[config.mk]
export PLATFORM = sky130hd
export DESIGN_NAME = pc_jump_unit
export DESIGN_NICKNAME = d
export VERILOG_FILES = /design/src/rtl/pc_jump_unit.sv
export SDC_FILE = /design/constraint.sdc
export NUM_CORES = 1
export LEC_CHECK = 0
export CORE_ASPECT_RATIO = 0.5
export CORE_MARGIN = 2
export CORE_UTILIZATION = 41
export CTS_CLUSTER_SIZE = 40
export DETAILED_ROUTE_END_ITERATION = 10
export HOLD_SLACK_MARGIN = 0.05
export PLACE_DENSITY = 0.81
export SLEW_MARGIN = 20
export SYNTH_ARGS = -nofsm -noshare
export SYNTH_HDL_FRONTEND = slang
export SYNTH_SLANG_ARGS = --single-unit
[constraint.sdc]
create_clock -name clock -period 3.03 [get_ports clock]
set_clock_uncertainty 0.2 [all_clocks]
set_input_delay 0.4545 -clock clock [delete_from_list [all_inputs] [get_ports clock]]
set_output_delay 0.4545 -clock clock [all_outputs]
set_load 0.005 [all_outputs]
[src/rtl/pc_jump_unit.sv]
// pc_jump_unit: fetch program counter with jump redirect and squash recovery.
//
// Ports:
//   clock        rising-edge clock
//   reset        synchronous active-high reset
//   stall        hold the PC this cycle
//   jump_valid   jump_offset/jump_base carry a taken jump this cycle
//   jump_offset  13-bit byte offset, already shifted left by 1
//   jump_base    PC+2 of the jump instruction
//   pc_out       current fetch address (registered)
//   pc_plus2     pc_out + 2, wrapping
//   flush        squash fetch/decode (registered)
//   fetch_valid  pc_out is a live, non-squashed fetch
//
// After a taken jump, flush stays high for FLUSH_CYCLES cycles.
// Jumps arriving while squashing belong to dead instructions and are dropped.
module pc_jump_unit #(
  parameter logic [15:0] RESET_PC     = 16'h0000,
  parameter int          FLUSH_CYCLES = 2
) (
  input  logic        clock,
  input  logic        reset,
  input  logic        stall,
  input  logic        jump_valid,
  input  logic [12:0] jump_offset,
  input  logic [15:0] jump_base,
  output logic [15:0] pc_out,
  output logic [15:0] pc_plus2,
  output logic        flush,
  output logic        fetch_valid
);

  typedef enum logic {RUN, SQUASH} state_t;

  localparam logic [2:0] CNT_LOAD = 3'(FLUSH_CYCLES - 1);

  state_t      state, state_n;
  logic [2:0]  cnt, cnt_n;
  logic [15:0] pc_n;
  logic        flush_n;
  logic [15:0] target;

  // Region bits come from the jump's own PC+2; bit 0 is forced low so
  // an odd offset can never produce a misaligned fetch.
  assign target      = {jump_base[15:13], jump_offset[12:1], 1'b0};
  assign pc_plus2    = pc_out + 16'd2;
  assign fetch_valid = ~flush & ~stall & ~reset;

  always_ff @(posedge clock) begin
    if (reset) begin
      state  <= RUN;
      cnt    <= 3'd0;
      pc_out <= RESET_PC;
      flush  <= 1'b0;
    end else begin
      state  <= state_n;
      cnt    <= cnt_n;
      pc_out <= pc_n;
      flush  <= flush_n;
    end
  end

  always_comb begin
    state_n = state;
    cnt_n   = cnt;
    pc_n    = pc_out;
    flush_n = flush;
    unique case (state)
      RUN: begin
        if (jump_valid) begin
          // Jump wins over stall: the redirect must not be lost.
          pc_n    = target;
          flush_n = 1'b1;
          cnt_n   = CNT_LOAD;
          state_n = (FLUSH_CYCLES > 1) ? SQUASH : RUN;
        end else begin
          flush_n = 1'b0;
          if (!stall) pc_n = pc_plus2;
        end
      end
      SQUASH: begin
        // Counter runs independent of stall; PC still honours stall.
        if (!stall) pc_n = pc_plus2;
        if (cnt == 3'd0) begin
          state_n = RUN;
          flush_n = 1'b0;
        end else begin
          cnt_n   = cnt - 3'd1;
          flush_n = 1'b1;
        end
      end
      default: state_n = RUN;
    endcase
  end

endmodule

== Word level (Yosys, flattened, before mapping) ==
Index checks and enable logic that the tools add are counted.
Word-level totals
  word-level logic and storage cells: 23
  input port bits: 33
  bits in registers: 20
Cells by class
  add/subtract/negate cells: 2
  muxes and demuxes: 9
  bitwise operators: 5
  equal/unequal tests: 2
  reduce and logical (&&, ||, !) cells: 2
Operators by type and width (number)
  2-to-1 mux 16 bit: 2
  case mux 16 bit (2 select lines): 1
  adder 16 x 2 -> 16 bit (second input constant): 1
  2-to-1 mux 3 bit: 2
  case mux 3 bit (2 select lines): 1
  inequality test 2 bit (second input constant): 2
  zero test 3 bit: 1
  inverter 1 bit: 3
  subtractor 3 x 1 -> 3 bit (second input constant): 1
  AND 1 bit: 2
  2-to-1 mux 1 bit: 2
  case mux 1 bit (2 select lines): 1
  AND reduction 2 bit: 1

== Depth between registers and ports, before layout ==
Gate-level depths: netlist (run 1).
  depth after elaboration: 4
  gate-level depth with buffers: 7
  mapped depth without buffers: 7

== Worst setup path after synthesis (run 1) ==
OpenSTA, ideal clock, no wires.
  path kind: flip-flop to output port
  start: register pc_out[1]
  end: output pc_plus2[13]
  cell stages (with the launch flop): 5
  setup slack: 0.983 ns
  buffers on the path: 0
  arrival: 1.392 ns
  cells stage by stage: dfxtp_1 > ha_1 > nand3_2 > nor4_1 > xor2_1
Between the ends
  word-level cells in the longest chain between the ends: 1
RTL lines
  from (decl): line 27  | output logic [15:0] pc_out,
  from (signal assigned): line 58  | pc_out <= pc_n;
  adder 16 x 2 -> 16 bit: line 46  | assign pc_plus2 = pc_out + 16'd2;
  to (decl): line 28  | output logic [15:0] pc_plus2,
No other way between the ends.

== Final worst setup path (run 1) ==
Same ends and word-level chain as after synthesis.

==> results of run 1 <==
==> layer usage <==
layer	part of all wire	routed length, µm
met5	0	0
met3	0.058	188
met1	0.46	1500
met2	0.48	1580
met4	0	0
==> repair_timing <==
item	CTS	global route
setup endpoints to repair	0	1
hold endpoints to repair	0	0
gates resized for setup	0	1
==> flip-flops by register name (all words and copies together) (netlist names) <==
| signal | flops |
|---|---|
| cnt | 3 |
| state | 1 |
| pc_out | 15 |
==> area by class of cell <==
class                           instances  area, µm²
Sequential cell                        19        380
Fill cell                             259       1150
Clock buffer                            4       45.0
Inverter                                5       18.8
Multi-Input combinational cell        121        847
Tap cell                               40       50.0
Timing Repair Buffer                   58        561
==> worst max-delay path by stage <==
stage / slack, ns / start / endpoint
2_1_floorplan: 0.98 / pc_out[1]$_SDFF_PP0_ / pc_plus2[13]
3_3_place_gp: 0.48 / pc_out[7]$_SDFF_PP0_ / pc_plus2[10]
3_5_place_dp: 0.47 / pc_out[6]$_SDFF_PP0_ / pc_plus2[10]
4_1_cts: 0.16 / pc_out[6]$_SDFF_PP0_ / pc_plus2[10]
5_1_grt: 0.07 / pc_out[5]$_SDFF_PP0_ / pc_plus2[12]
6_report: 0.21 / pc_out[1]$_SDFF_PP0_ / pc_plus2[13]
==> through the flow <==
| stage | area, µm² | setup WS, ns | hold WS [ns] | utilization |
|---|---|---|---|---|
| after floorplan | 1330 | 0.983 | 0.243 | - |
| after global placement | 1850 | 0.481 | 0.260 | 0.608 |
| after detailed placement | 1850 | 0.465 | 0.273 | 0.608 |
| after CTS | 1900 | 0.164 | 0.285 | 0.622 |
| after global routing | 1900 | 0.0737 | 0.328 | 0.624 |
| final | 1900 | 0.215 | 0.281 | 0.624 |
==> power by group through the flow <==
stage | sequential (mW) | clock [mW] | combinational [mW]
after floorplan | 0.298 | 0 | 0.103
after global placement | 0.305 | 0 | 0.205
after detailed placement | 0.305 | 0 | 0.209
after CTS | 0.300 | 0.180 | 0.211
after global routing | 0.303 | 0.197 | 0.227
final | 0.300 | 0.181 | 0.210
==> placed cells by master, fill, tap and decap left out <==
cell             netlist  routed
a211oi_1              10      10
a211oi_2               2       2
a21oi_1                3       3
a22o_1                 2       2
a311oi_1               1       1
and4_1                 1       1
buf_4                  5       8
clkbuf_1               4       1
clkbuf_8               0       3
clkdlybuf4s50_1        0      50
conb_1                 1       2
dfxtp_1               19      19
ha_1                   3       3
inv_1                  5       5
mux2i_1                1       1
nand2_1               11      11
nand2b_1               3       3
nand3_1                5       5
nand3_2                2       2
nand4_2                1       1
nand4_4                1       1
nand4b_1               3       3
nor2_1                24      24
nor2b_1                3       3
nor3_1                10       9
nor3_2                 0       1
nor4_1                 3       3
nor4_4                 3       3
o21ai_0                1       1
or3_1                  1       1
xnor2_1               16      16
xor2_1                 9       9
==> cell families (layout without fill, tap and decap cells) <==
kind of cell / Yosys count / in the layout / synth area share
simple gates: 71 / 71 / 0.318
xor+xnor: 25 / 25 / 0.165
buf+inv: 20 / 67 / 0.0811
compound gates: 19 / 19 / 0.110
flops: 19 / 19 / 0.287
fa+ha+maj: 3 / 3 / 0.0283
other cells: 1 / 2 / 0.00283
mux: 1 / 1 / 0.00755
==> results.ini, run 1 <==
[outcome]
run_status=finished clean

[sta]
fin_crit_sh=0.929
clock.fmax_mhz=355
maxSlewViolCount=0
setup_viol_count_final=0
finalHoldViolCount=0
fin_setup_tns_ns=0
tightestPinTransition_ns=0.528
period_minus_slack_ns=2.82
rsz0062_at_grt=no
max_slew_margin=0.648

[placed_design]
dp_cells=243
dp_hpwl_mm=2.50
finalWeightedCongestion=0.846
io_buffers=50

[global_route]
grt_max_degree=20
use_met2=0.295
grt_pass1_wl_mm=5.17
overflow=0
grtUsageMet3=0.0410
grt_pass1_vias=1102
track_usage=0.175
top_usage_layer=met2
use_met1=0.238
antenna_found_initial=0

[setup_path]
r2r_end=pc_out[15]$_SDFF_PP0_
arrival_ns=2.16
crit_required_ns=2.38
cp_top_family=simple AND/OR/NAND/NOR gates
crit_buf_inv=1
r2r-start=pc_out[5]$_SDFF_PP0_
critPathKind=reg2out
r2r_cells=5
rrSetupSlack_ns=1.19
cp_slowest_cell=clkdlybuf4s50_1
cp.depth=5
path_cells=ha_1 -> nand3_2 -> nor4_1 -> xor2_1 -> clkdlybuf4s50_1
path_max_fanout=6
start_kind=flop
end_kind=primary output
cpPeakStageDelay_ns=0.51

[run]
maxCapViolations=0

[clocking]
cts_tree=yes
cts.sinks=19
clock-root-buffer=clkbuf_8
htreeDepth=1
hold_buffers=0
cts_made_buffers=3
post_cts.repair.setup_buffers=0
insertion_delay_ns=0.26
clockBufferDepth=2
cts.clk_slew.worst_paths_ns=0.07

[routing]
postRouteAntennaNets=0
drt_iter0_drc=74
drc_errors=0
drt_wl_total_mm=3.26
viasPerCell=5.18
drt-pass1-iter-count=4
wl_per_cell_um=13.2
vias=1280

[synthesis]
syn_inst=159
synth-seq-cells=19
ys_seq_area_frac=0.287
yosys-top-cells-area=dfxtp_1, xnor2_1, nor2_1
netlist_area_um2=1330
ys_types=32
async_reset_ff_frac=0
ys_warn_count=0
synth-edff-count=0
netlist_top_cells_count=nor2_1, dfxtp_1, xnor2_1
ys.flop_type=dfxtp_1
yosys.area.top_type_share=0.287
synth_largest_area_cell=dfxtp_1
synth.avg_cell_area_um2=8.34
synth_most_common_cell=nor2_1

[min_path]
holdCritStartpoint=cnt[0]$_SDFFE_PP0P_
hold_depth=1
hp-class=reg2reg
min_delay_worst_endpoint=cnt[0]$_SDFFE_PP0P_

[finish]
areaGrowthSynthToFinish_pct=43.4
drive_above_1_share=0.101
antenna_cells=0
nets=244
stdcell_count=247

[power_and_ir_drop]
power_frac_comb=0.304
p_leak_nw=0.699
swShare=0.288
total_power_mw=0.690
peakVddDrop_v=0.000196
power.density_nw_per_um2=363
netSwitchingPower_mw=0.199
power_frac_seq=0.434
internal_power_mw=0.492
clkPwrFrac=0.262

[floorplan]
io-pin-count=67
die_width_um=84.4
fp-row-count=14
dieArea_um2=3730
core_um2=3050
initial_utilization=0.435
die_y_um=44.2

No activity file was read; power rests on OpenSTA's default activity.
==> run 2: changes to the inputs <==
- CORE_UTILIZATION: 41 -> 30
- PLACE_DENSITY: 0.81 -> 0.62
==> results.ini, run 2 (synthesis gave the netlist of run 1 again) <==
[run]
maxCapViolations=0  ; unchanged

[clocking]
clock-root-buffer=clkbuf_8  ; unchanged
cts.sinks=19  ; unchanged
cts_made_buffers=3  ; unchanged
cts_tree=yes  ; unchanged
post_cts.repair.setup_buffers=0  ; unchanged
hold_buffers=0  ; unchanged
insertion_delay_ns=0.26  ; about the same
htreeDepth=1  ; unchanged
cts.clk_slew.worst_paths_ns=0.07  ; about the same
clockBufferDepth=2  ; unchanged
cts_resized=0  ; unchanged

[setup_path]
path_cells=nand3_2 -> nor3_1 -> nand3_1 -> xnor2_1 -> clkdlybuf4s50_1  ; was ha_1 -> nand3_2 -> nor4_1 -> xor2_1 -> clkdlybuf4s50_1
path_max_fanout=6  ; unchanged
crit_buf_inv=1  ; unchanged
arrival_ns=2.17  ; was 2.16 ns
cp_slowest_cell=clkdlybuf4s50_1  ; unchanged
cpPeakStageDelay_ns=0.52  ; was 0.51 ns
end_kind=primary output  ; unchanged
crit_required_ns=2.38  ; about the same
critPathKind=reg2out  ; unchanged
cp_top_family=simple AND/OR/NAND/NOR gates  ; unchanged
start_kind=flop  ; unchanged

[finish]
layout_commonest_cell=clkdlybuf4s50_1  ; unchanged
final_cell_mix=clkdlybuf4s50_1, nor2_1, dfxtp_1, xnor2_1, nand2_1  ; unchanged
reg_top3=pc_out: 15 flops, cnt: 3 flops, state: 1 flops  ; unchanged
areaGrowthSynthToFinish_pct=44.6  ; was 43.4%
stdcell_count=264  ; was 247
stdcell_area_um2=1920  ; was 1900 µm²
nets=244  ; unchanged
drive_above_1_share=0.0966  ; was 0.101
antenna_cells=0  ; unchanged
regMostFlops=pc_out  ; unchanged
largest_reg_flops=15  ; unchanged

[sta]
max_slew_margin=0.618  ; was 0.648
clock.fmax_mhz=353  ; was 355 MHz
setup_viol_count_final=0  ; unchanged
period_minus_slack_ns=2.83  ; was 2.82 ns
fin_crit_sh=0.934  ; was 0.929
tightestPinTransition_ns=0.572  ; was 0.528 ns
rsz0062_at_grt=no  ; unchanged
fin_setup_tns_ns=0  ; unchanged
maxSlewViolCount=0  ; unchanged
finalHoldViolCount=0  ; unchanged

[placed_design]
finalWeightedCongestion=0.786  ; was 0.846
io_buffers=50  ; unchanged
placed_area_um2=1870  ; was 1850 µm²
dp_cells=260  ; was 243
dp_hpwl_mm=2.54  ; was 2.50 mm

[floorplan]
fp-row-count=17  ; was 14
core_um2=4320  ; was 3050 µm²
initial_utilization=0.307  ; was 0.435
die_width_um=98.0  ; was 84.4 µm
die_y_um=51.0  ; was 44.2 µm
io-pin-count=67  ; unchanged
dieArea_um2=5000  ; was 3730 µm²

[power_and_ir_drop]
p_leak_nw=0.699  ; about the same
clkPwrFrac=0.263  ; was 0.262
internal_power_mw=0.492  ; about the same
peakVddDrop_v=0.000143  ; was 0.000196 V
swShare=0.287  ; was 0.288
netSwitchingPower_mw=0.198  ; was 0.199 mW
power_frac_seq=0.435  ; was 0.434
power.density_nw_per_um2=360  ; was 363 nW/µm²
power_frac_comb=0.302  ; was 0.304

[global_route]
grt_pass1_vias=1178  ; was 1,102
top_usage_layer=met2  ; unchanged
antenna_found_initial=0  ; unchanged
use_met2=0.239  ; was 0.295
use_met1=0.167  ; was 0.238
grt_pass1_wl_mm=5.43  ; was 5.17 mm
grtUsageMet3=0.0369  ; was 0.0410
track_usage=0.134  ; was 0.175
overflow=0  ; unchanged
grt_max_degree=20  ; unchanged

[routing]
wl_per_cell_um=12.4  ; was 13.2 µm
vias=1259  ; was 1,280
drt_iter0_drc=52  ; was 74
drc_errors=0  ; unchanged
postRouteAntennaNets=0  ; unchanged
drt-pass1-iter-count=4  ; unchanged
drt_wl_total_mm=3.28  ; was 3.26 mm
viasPerCell=4.77  ; was 5.18

[outcome]
run_status=finished clean  ; unchanged

[min_path]
hp-class=reg2reg  ; unchanged

-- run 2: area by class of cell --
class / count / area [µm²]
tap: 57 / 71.3
fill: 444 / 2400
inverter: 5 / 18.8
multi-input combinational: 121 / 842
clock buffer: 4 / 45.0
sequential: 19 / 380
timing repair buffer: 58 / 561
-- run 2: worst paths after layout --
| path | startpoint | end | slack [ns] | depth (start not counted) |
|---|---|---|---|---|
| min reg2reg | cnt[0]$_SDFFE_PP0P_ | cnt[0]$_SDFFE_PP0P_ | 0.28 | 1 |
| max | pc_out[5]$_SDFF_PP0_ | pc_plus2[10] | 0.20 | 5 |
| max reg2reg | state$_SDFF_PP0_ | pc_out[6]$_SDFF_PP0_ | 1.27 | 4 |
| min | cnt[0]$_SDFFE_PP0P_ | cnt[0]$_SDFFE_PP0P_ | 0.28 | 1 |
-- run 2: power by group through the flow --
stage	sequential, mW	combinational (mW)	clock (mW)
2_1_floorplan	0.298	0.103	0
3_3_place_gp	0.305	0.207	0
3_5_place_dp	0.306	0.210	0
4_1_cts	0.300	0.211	0.186
5_1_grt	0.304	0.229	0.200
6_report	0.300	0.208	0.181
-- run 2: layer usage --
layer | wire [µm] | part of all wire
met5 | 0 | 0
met4 | 20 | 0.0061
met3 | 133 | 0.041
met2 | 1540 | 0.47
met1 | 1590 | 0.48
-- run 2: stage by stage --
| stage | hold WS [ns] | power [mW] | util | setup slack (ns) |
|---|---|---|---|---|
| after floorplan | 0.243 | 0.401 | - | 0.983 |
| after global placement | 0.261 | 0.513 | 0.434 | 0.471 |
| after detailed placement | 0.270 | 0.516 | 0.434 | 0.455 |
| after CTS | 0.284 | 0.697 | 0.444 | 0.160 |
| after global routing | 0.293 | 0.732 | 0.444 | 0.00334 |
| final | 0.279 | 0.690 | 0.444 | 0.201 |
